`src/rtl/edge_cond_pkg.sv`:
```
// Shared types and helpers for the edge conditioner bank.
package edge_cond_pkg;

    typedef logic [1:0] mode_t;

    localparam mode_t MODE_NONE = 2'b00;
    localparam mode_t MODE_POS  = 2'b01;
    localparam mode_t MODE_NEG  = 2'b10;
    localparam mode_t MODE_BOTH = 2'b11;

    // Pick which debounced edges become an event for a given mode.
    function automatic logic edge_sel(input mode_t m, input logic pos, input logic neg);
        logic r;
        r = 1'b0;
        case (m)
            MODE_NONE: r = 1'b0;
            MODE_POS:  r = pos;
            MODE_NEG:  r = neg;
            MODE_BOTH: r = pos | neg;
            default:   r = 1'b0;
        endcase
        return r;
    endfunction

endpackage

```
`src/rtl/edge_cond_ch.sv`:
```
// One conditioner channel: synchroniser, debouncer, edge detector and,
// with EDGE_CNT_EN defined, a saturating event counter.
module edge_cond_ch
    import edge_cond_pkg::*;
#(
    parameter int unsigned SYNC_STAGES = 2,
    parameter int unsigned DEB_CYCLES  = 16,
    parameter bit          INIT_LEVEL  = 1'b0
`ifdef EDGE_CNT_EN
   ,parameter int unsigned CNT_W       = 8
`endif
) (
    input  logic             clk,
    input  logic             rst,
    input  logic             sig,
    input  mode_t            mode,
    output logic             level,
    output logic             pos_pulse,
    output logic             neg_pulse,
    output logic             evt
`ifdef EDGE_CNT_EN
   ,input  logic             cnt_clr,
    output logic [CNT_W-1:0] evt_cnt
`endif
);

    localparam int unsigned DEB_W = $clog2(DEB_CYCLES + 1);

    logic [SYNC_STAGES-1:0] sync_q;
    logic                   s;
    logic [DEB_W-1:0]       deb_cnt;
    logic                   prev;

    assign s = sync_q[SYNC_STAGES-1];

    // Synchroniser shift chain; oldest stage feeds the debouncer.
    always_ff @(posedge clk or posedge rst) begin
        if (rst) begin
            sync_q <= {SYNC_STAGES{INIT_LEVEL}};
        end else begin
            sync_q <= {sync_q[SYNC_STAGES-2:0], sig};
        end
    end

    // Debouncer: level follows s only after DEB_CYCLES unbroken mismatching cycles.
    always_ff @(posedge clk or posedge rst) begin
        if (rst) begin
            level   <= INIT_LEVEL;
            deb_cnt <= '0;
        end else if (s == level) begin
            deb_cnt <= '0;
        end else if (deb_cnt == DEB_W'(DEB_CYCLES - 1)) begin
            level   <= s;
            deb_cnt <= '0;
        end else begin
            deb_cnt <= deb_cnt + DEB_W'(1);
        end
    end

    // Edge history: one-cycle delayed copy of the debounced level.
    always_ff @(posedge clk or posedge rst) begin
        if (rst) begin
            prev <= INIT_LEVEL;
        end else begin
            prev <= level;
        end
    end

    assign pos_pulse = level & ~prev;
    assign neg_pulse = ~level & prev;
    assign evt       = edge_sel(mode, pos_pulse, neg_pulse);

`ifdef EDGE_CNT_EN
    // Saturating event counter; a clear in the same cycle as an event wins.
    always_ff @(posedge clk or posedge rst) begin
        if (rst) begin
            evt_cnt <= '0;
        end else if (cnt_clr) begin
            evt_cnt <= '0;
        end else if (evt && (evt_cnt != '1)) begin
            evt_cnt <= evt_cnt + CNT_W'(1);
        end
    end
`endif

endmodule

```
`src/rtl/edge_cond_bank.sv`:
```
// Multi-channel input conditioner: N_CH independent sync/debounce/edge channels.
// Optional feature macro EDGE_CNT_EN adds cnt_clr and per-channel evt_cnt.
module edge_cond_bank
    import edge_cond_pkg::*;
#(
    parameter int unsigned N_CH        = 4,
    parameter int unsigned SYNC_STAGES = 2,
    parameter int unsigned DEB_CYCLES  = 16,
    parameter bit          INIT_LEVEL  = 1'b0
`ifdef EDGE_CNT_EN
   ,parameter int unsigned CNT_W       = 8
`endif
) (
    input  logic                  clk,
    input  logic                  rst,
    input  logic [N_CH-1:0]       sig,
    input  logic [2*N_CH-1:0]     mode,
    output logic [N_CH-1:0]       level,
    output logic [N_CH-1:0]       pos_pulse,
    output logic [N_CH-1:0]       neg_pulse,
    output logic [N_CH-1:0]       evt,
    output logic                  evt_any
`ifdef EDGE_CNT_EN
   ,input  logic                  cnt_clr,
    output logic [CNT_W*N_CH-1:0] evt_cnt
`endif
);

    // One conditioner per channel, each with its own two-bit mode slice.
    for (genvar c = 0; c < N_CH; c++) begin : g_ch
        edge_cond_ch #(
            .SYNC_STAGES (SYNC_STAGES),
            .DEB_CYCLES  (DEB_CYCLES),
            .INIT_LEVEL  (INIT_LEVEL)
`ifdef EDGE_CNT_EN
           ,.CNT_W       (CNT_W)
`endif
        ) u_ch (
            .clk       (clk),
            .rst       (rst),
            .sig       (sig[c]),
            .mode      (mode_t'(mode[2*c +: 2])),
            .level     (level[c]),
            .pos_pulse (pos_pulse[c]),
            .neg_pulse (neg_pulse[c]),
            .evt       (evt[c])
`ifdef EDGE_CNT_EN
           ,.cnt_clr   (cnt_clr),
            .evt_cnt   (evt_cnt[c*CNT_W +: CNT_W])
`endif
        );
    end

    assign evt_any = |evt;

endmodule

```
`config.mk`:
```
export PLATFORM = sky130hd
export DESIGN_NAME = edge_cond_bank
export DESIGN_NICKNAME = d
export VERILOG_FILES = /design/src/rtl/edge_cond_pkg.sv /design/src/rtl/edge_cond_ch.sv /design/src/rtl/edge_cond_bank.sv
export SDC_FILE = /design/constraint.sdc
export NUM_CORES = 1
export LEC_CHECK = 0
export CAP_MARGIN = 20
export CORE_UTILIZATION = 50
export CTS_CLUSTER_SIZE = 40
export DETAILED_ROUTE_END_ITERATION = 10
export PLACE_DENSITY = 0.76
export SYNTH_ARGS = -nofsm -noshare
export SYNTH_HDL_FRONTEND = slang
export SYNTH_HIERARCHICAL = 1
export SYNTH_SLANG_ARGS = --single-unit
```
`constraint.sdc`:
```
create_clock -name clk -period 2.3 [get_ports clk]
set_input_delay 0.575 -clock clk [delete_from_list [all_inputs] [get_ports clk]]
set_output_delay 0.575 -clock clk [all_outputs]
set_load 0.1 [all_outputs]
```
==> summary.md <==
| Metric | Value |
|---|---|
| Run status | `finished with violations` |
| Failing checks | `negative setup slack` |
| IO Count | `31` |
| Die Y | `58.55 µm` |
| Critical Path, Cell by Cell | `inv_2 -> ha_4 -> nor2b_4 -> o21ai_2 -> o21ai_4 -> or4_4 -> buf_12` |
| Rows | `20` |
| Area grow syn2layout | `57.67%` |
| RSZ-0062 raised after global routing | `true` |
| WL final | `3.205 mm` |
| Cells on worst reg2reg path | `4` |
| Register bit total from synthesis | `36` |
| Share of the synthesized area in the top cell type | `0.5634` |
| Main synth FF type | `dfrtp_1` |
| Cell Area, Synth | `1599 µm²` |
| Logic pwr share | `0.091` |
| Initial antenna violation count | `0` |
| Utilization after layout | `0.8258` |
| Area contributors post-synth | `dfrtp_1 (56%), ha_1 (9.4%), xor2_1 (6.6%)` |
| Hpwl dp | `2.413 mm` |
| CP required | `1.73 ns` |
| Syn nets | `163` |
| Crit path max-delay family | `simple AND/OR/NAND/NOR gates` |
| Hold crit path type | `flip-flop to flip-flop` |
| GPL Wtd Cong | `0.7290` |
| Crit. path cell count | `7` |
| Async S/R FF share, synth | `1.000` |
| Hold Vio Cnt, Final | `0` |
| Routed WL per cell | `13.41 µm` |
| Vias in the first global route | `1192` |
| Clock Pin Slew Worst Setup and Hold Paths | `0.10 ns` |
| Crit-path slowest cell | `or4_4` |
| Post-Synthesis Cells | `137` |
| Reg2reg start | `g_ch[3].u_ch/deb_cnt[0]` |
| Reg area | `915.9 µm²` |
| Clock skew | `0.004734 ns` |
| Yosys cell types | `16` |
| Fin crit share | `1.152` |
| Reg power frac | `0.605` |
| Crit path arrival time | `2.07 ns` |
| Final setup viols | `2` |
| Clock Power Share | `0.304` |
| Slew HR | `0.7682` |
| Ratio of cells with drive above 1 in the final layout | `0.5077` |
| Achievable frequency | `377.4 MHz` |
| Slew @ Worst Pin | `0.3474 ns` |
| Global-route wire length before repair | `5.285 mm` |
| Top cells by count, synth | `dfrtp_1 (36), inv_1 (16), ha_1 (12), nor2_1 (12), xor2_1 (12)` |
| Final min period | `2.650 ns` |
| Multi-input logic area | `857.1 µm²` |
| # diodes | `0` |
| Critical Path End Type | `primary output` |
| EDFF count, synth | `0` |
| Final hold slack | `0.3546 ns` |
| Critical path class | `flip-flop to primary output` |
| Pint | `0.8566 mW` |
| Port bufs | `30` |
| Fill count | `171` |
| Max Buffers Root-to-Sink | `2` |
| Slowest stage delay, CP | `0.55 ns` |
| Core ar. | `3053 µm²` |
| Reg-to-reg critical path endpoint | `g_ch[3].u_ch/level` |
| Net Sw Frac | `0.2303` |
| Critical-path maximum fanout | `2` |
| CTS root buffer | `clkbuf_4` |
| Switch Pwr | `0.2563 mW` |
| Buf/Inv on CP | `2` |
| CP endpoint | `evt_any` |
| Seq/Total Area, Yosys | `0.5634` |
| Number of vias per cell | `4.644` |
| Die Span X | `58.55 µm` |
| CTS Sinks | `36` |
| Worst-Skew Late Latency | `0.33 ns` |
| R2r setup slk | `1.04 ns` |
| Synth Warn # | `6` |
| Full die area | `3428 µm²` |
| Post-Syn Area per Cell | `11.67 µm²` |
| Final setup margin | `-0.3499 ns` |
| Initial DRC Count | `20` |
| CTS tree | `yes` |
| Max-Cap Viols | `0` |
| Initial DRT Pass Iterations | `3` |
| Crit path from | `g_ch[2].u_ch/level` |
| Largest net degree at the start of global routing | `11` |
| H-tree depth | `2` |
| Gr ovfl total | `0` |
| GRT Overall Usage | `0.2191` |
| Worst setup SP type | `flip-flop` |
| # DRC | `0` |
| Nets | `220` |
| Leak pwr | `1.178 nW` |
| VDD IR max | `0.0003647 V` |
| Via count | `1110` |
| Effective utilization at floorplan | `0.5238` |
| Setup WS pre-CTS | `-0.5307 ns` |
| Number of CTS-inserted buffers | `5` |
| Top-count cell post-synth | `dfrtp_1` |
| Cell taking the most area after synthesis | `dfrtp_1` |
| Antenna Nets Post-Route | `0` |
| Power per Cell Area | `441.4 nW/µm²` |
| Fin. max-slew vios | `0` |
==> metrics by stage <==
stage	total power, mW	std cells	area [µm²]	TNS, ns
floorplan	0.7332	137	1773	-0.6450
global placement	0.7775	226	2361	-0.4610
detailed placement	0.7858	226	2361	-0.5950
CTS	1.127	235	2442	-0.3645
global route	1.171	239	2521	-0.5759
finish	1.113	239	2521	-0.4058
==> power groups by stage <==
stage	logic, mW	clock network, mW	registers [mW]
after floorplan	0.0500	0	0.683
after global placement	0.0935	0	0.684
after detailed placement	0.0993	0	0.686
after CTS	0.0989	0.354	0.674
after global routing	0.115	0.379	0.676
final	0.101	0.338	0.673
==> worst reg2reg max path, stage by stage, from the launching register on <==
cell,delay (ns)
dfrtp_1,0.39
ha_1,0.21
nand3_2,0.11
nor2_1,0.12
mux2_1,0.34
==> flip-flops by register name (all words and copies together), names as in the netlist <==
name and count:
g_ch.u_ch/sync_q 8, g_ch.u_ch/deb_cnt 20, g_ch.u_ch/level 4, g_ch.u_ch/prev 4
==> worst min path at each step <==
stage | from | to | slack, ns | depth (start not counted)
2_1_floorplan | g_ch[0].u_ch/sync_q[0] | g_ch[0].u_ch/sync_q[1] | 0.33 | 0
3_3_place_gp | g_ch[2].u_ch/sync_q[0] | g_ch[2].u_ch/sync_q[1] | 0.33 | 0
3_5_place_dp | g_ch[3].u_ch/sync_q[0] | g_ch[3].u_ch/sync_q[1] | 0.33 | 0
4_1_cts | g_ch[3].u_ch/sync_q[0] | g_ch[3].u_ch/sync_q[1] | 0.36 | 0
5_1_grt | g_ch[3].u_ch/sync_q[0] | g_ch[3].u_ch/sync_q[1] | 0.37 | 0
6_report | g_ch[3].u_ch/sync_q[0] | g_ch[3].u_ch/sync_q[1] | 0.35 | 0
==> cells by family after synthesis <==
kind of cell	Yosys count	synth area share
AND/OR/NAND/NOR	45	0.1643
flip-flops	36	0.5634
buffers and inverters	16	0.03756
AO/OA/AOI/OAI	12	0.04695
XOR/XNOR	12	0.06573
adder cells (fa/ha/maj)	12	0.09389
multiplexers	4	0.02817
==> placed cells by master, fill, tap and decap left out <==
| cell | count |
|---|---|
| and2_2 | 4 |
| and3_2 | 4 |
| buf_12 | 13 |
| buf_4 | 23 |
| buf_6 | 1 |
| clkbuf_1 | 2 |
| clkbuf_4 | 5 |
| clkbuf_8 | 1 |
| clkdlybuf4s50_1 | 9 |
| dfrtp_1 | 32 |
| dfrtp_4 | 4 |
| dlygate4sd2_1 | 4 |
| ha_1 | 4 |
| ha_4 | 8 |
| inv_1 | 12 |
| inv_2 | 2 |
| inv_4 | 2 |
| mux2_1 | 4 |
| nand2_2 | 4 |
| nand3_1 | 4 |
| nand3_2 | 4 |
| nor2_1 | 12 |
| nor2_2 | 4 |
| nor2b_1 | 1 |
| nor2b_2 | 3 |
| nor2b_4 | 4 |
| o21ai_2 | 7 |
| o21ai_4 | 5 |
| or4_4 | 1 |
| xor2_1 | 12 |
==> what timing repair did <==
item,4_1_cts,5_1_grt
setup endpoints to repair,3,5
hold buffers,0,0
pin swaps,5,6
hold endpoints to repair,0,0
buffers inserted,1,4
resized for setup,11,14
==> layout make-up <==
| cell class | instances | area share |
|---|---|---|
| Tap cell | 44 | 0.02184 |
| Inverter | 16 | 0.02581 |
| Clock buffer | 8 | 0.02333 |
| Sequential cell | 36 | 0.3633 |
| Multi-Input combinational cell | 85 | 0.3400 |
| Timing Repair Buffer | 50 | 0.2258 |
==> metal layers <==
metal	global-route usage	wire, µm	vias up
met5	0	0	-
met4	0.1020	61	0
met3	0.07912	168	6
met2	0.3875	1665	35
met1	0.2329	1309	516
li1	-	-	553
Power figures use the tool's default switching activity.
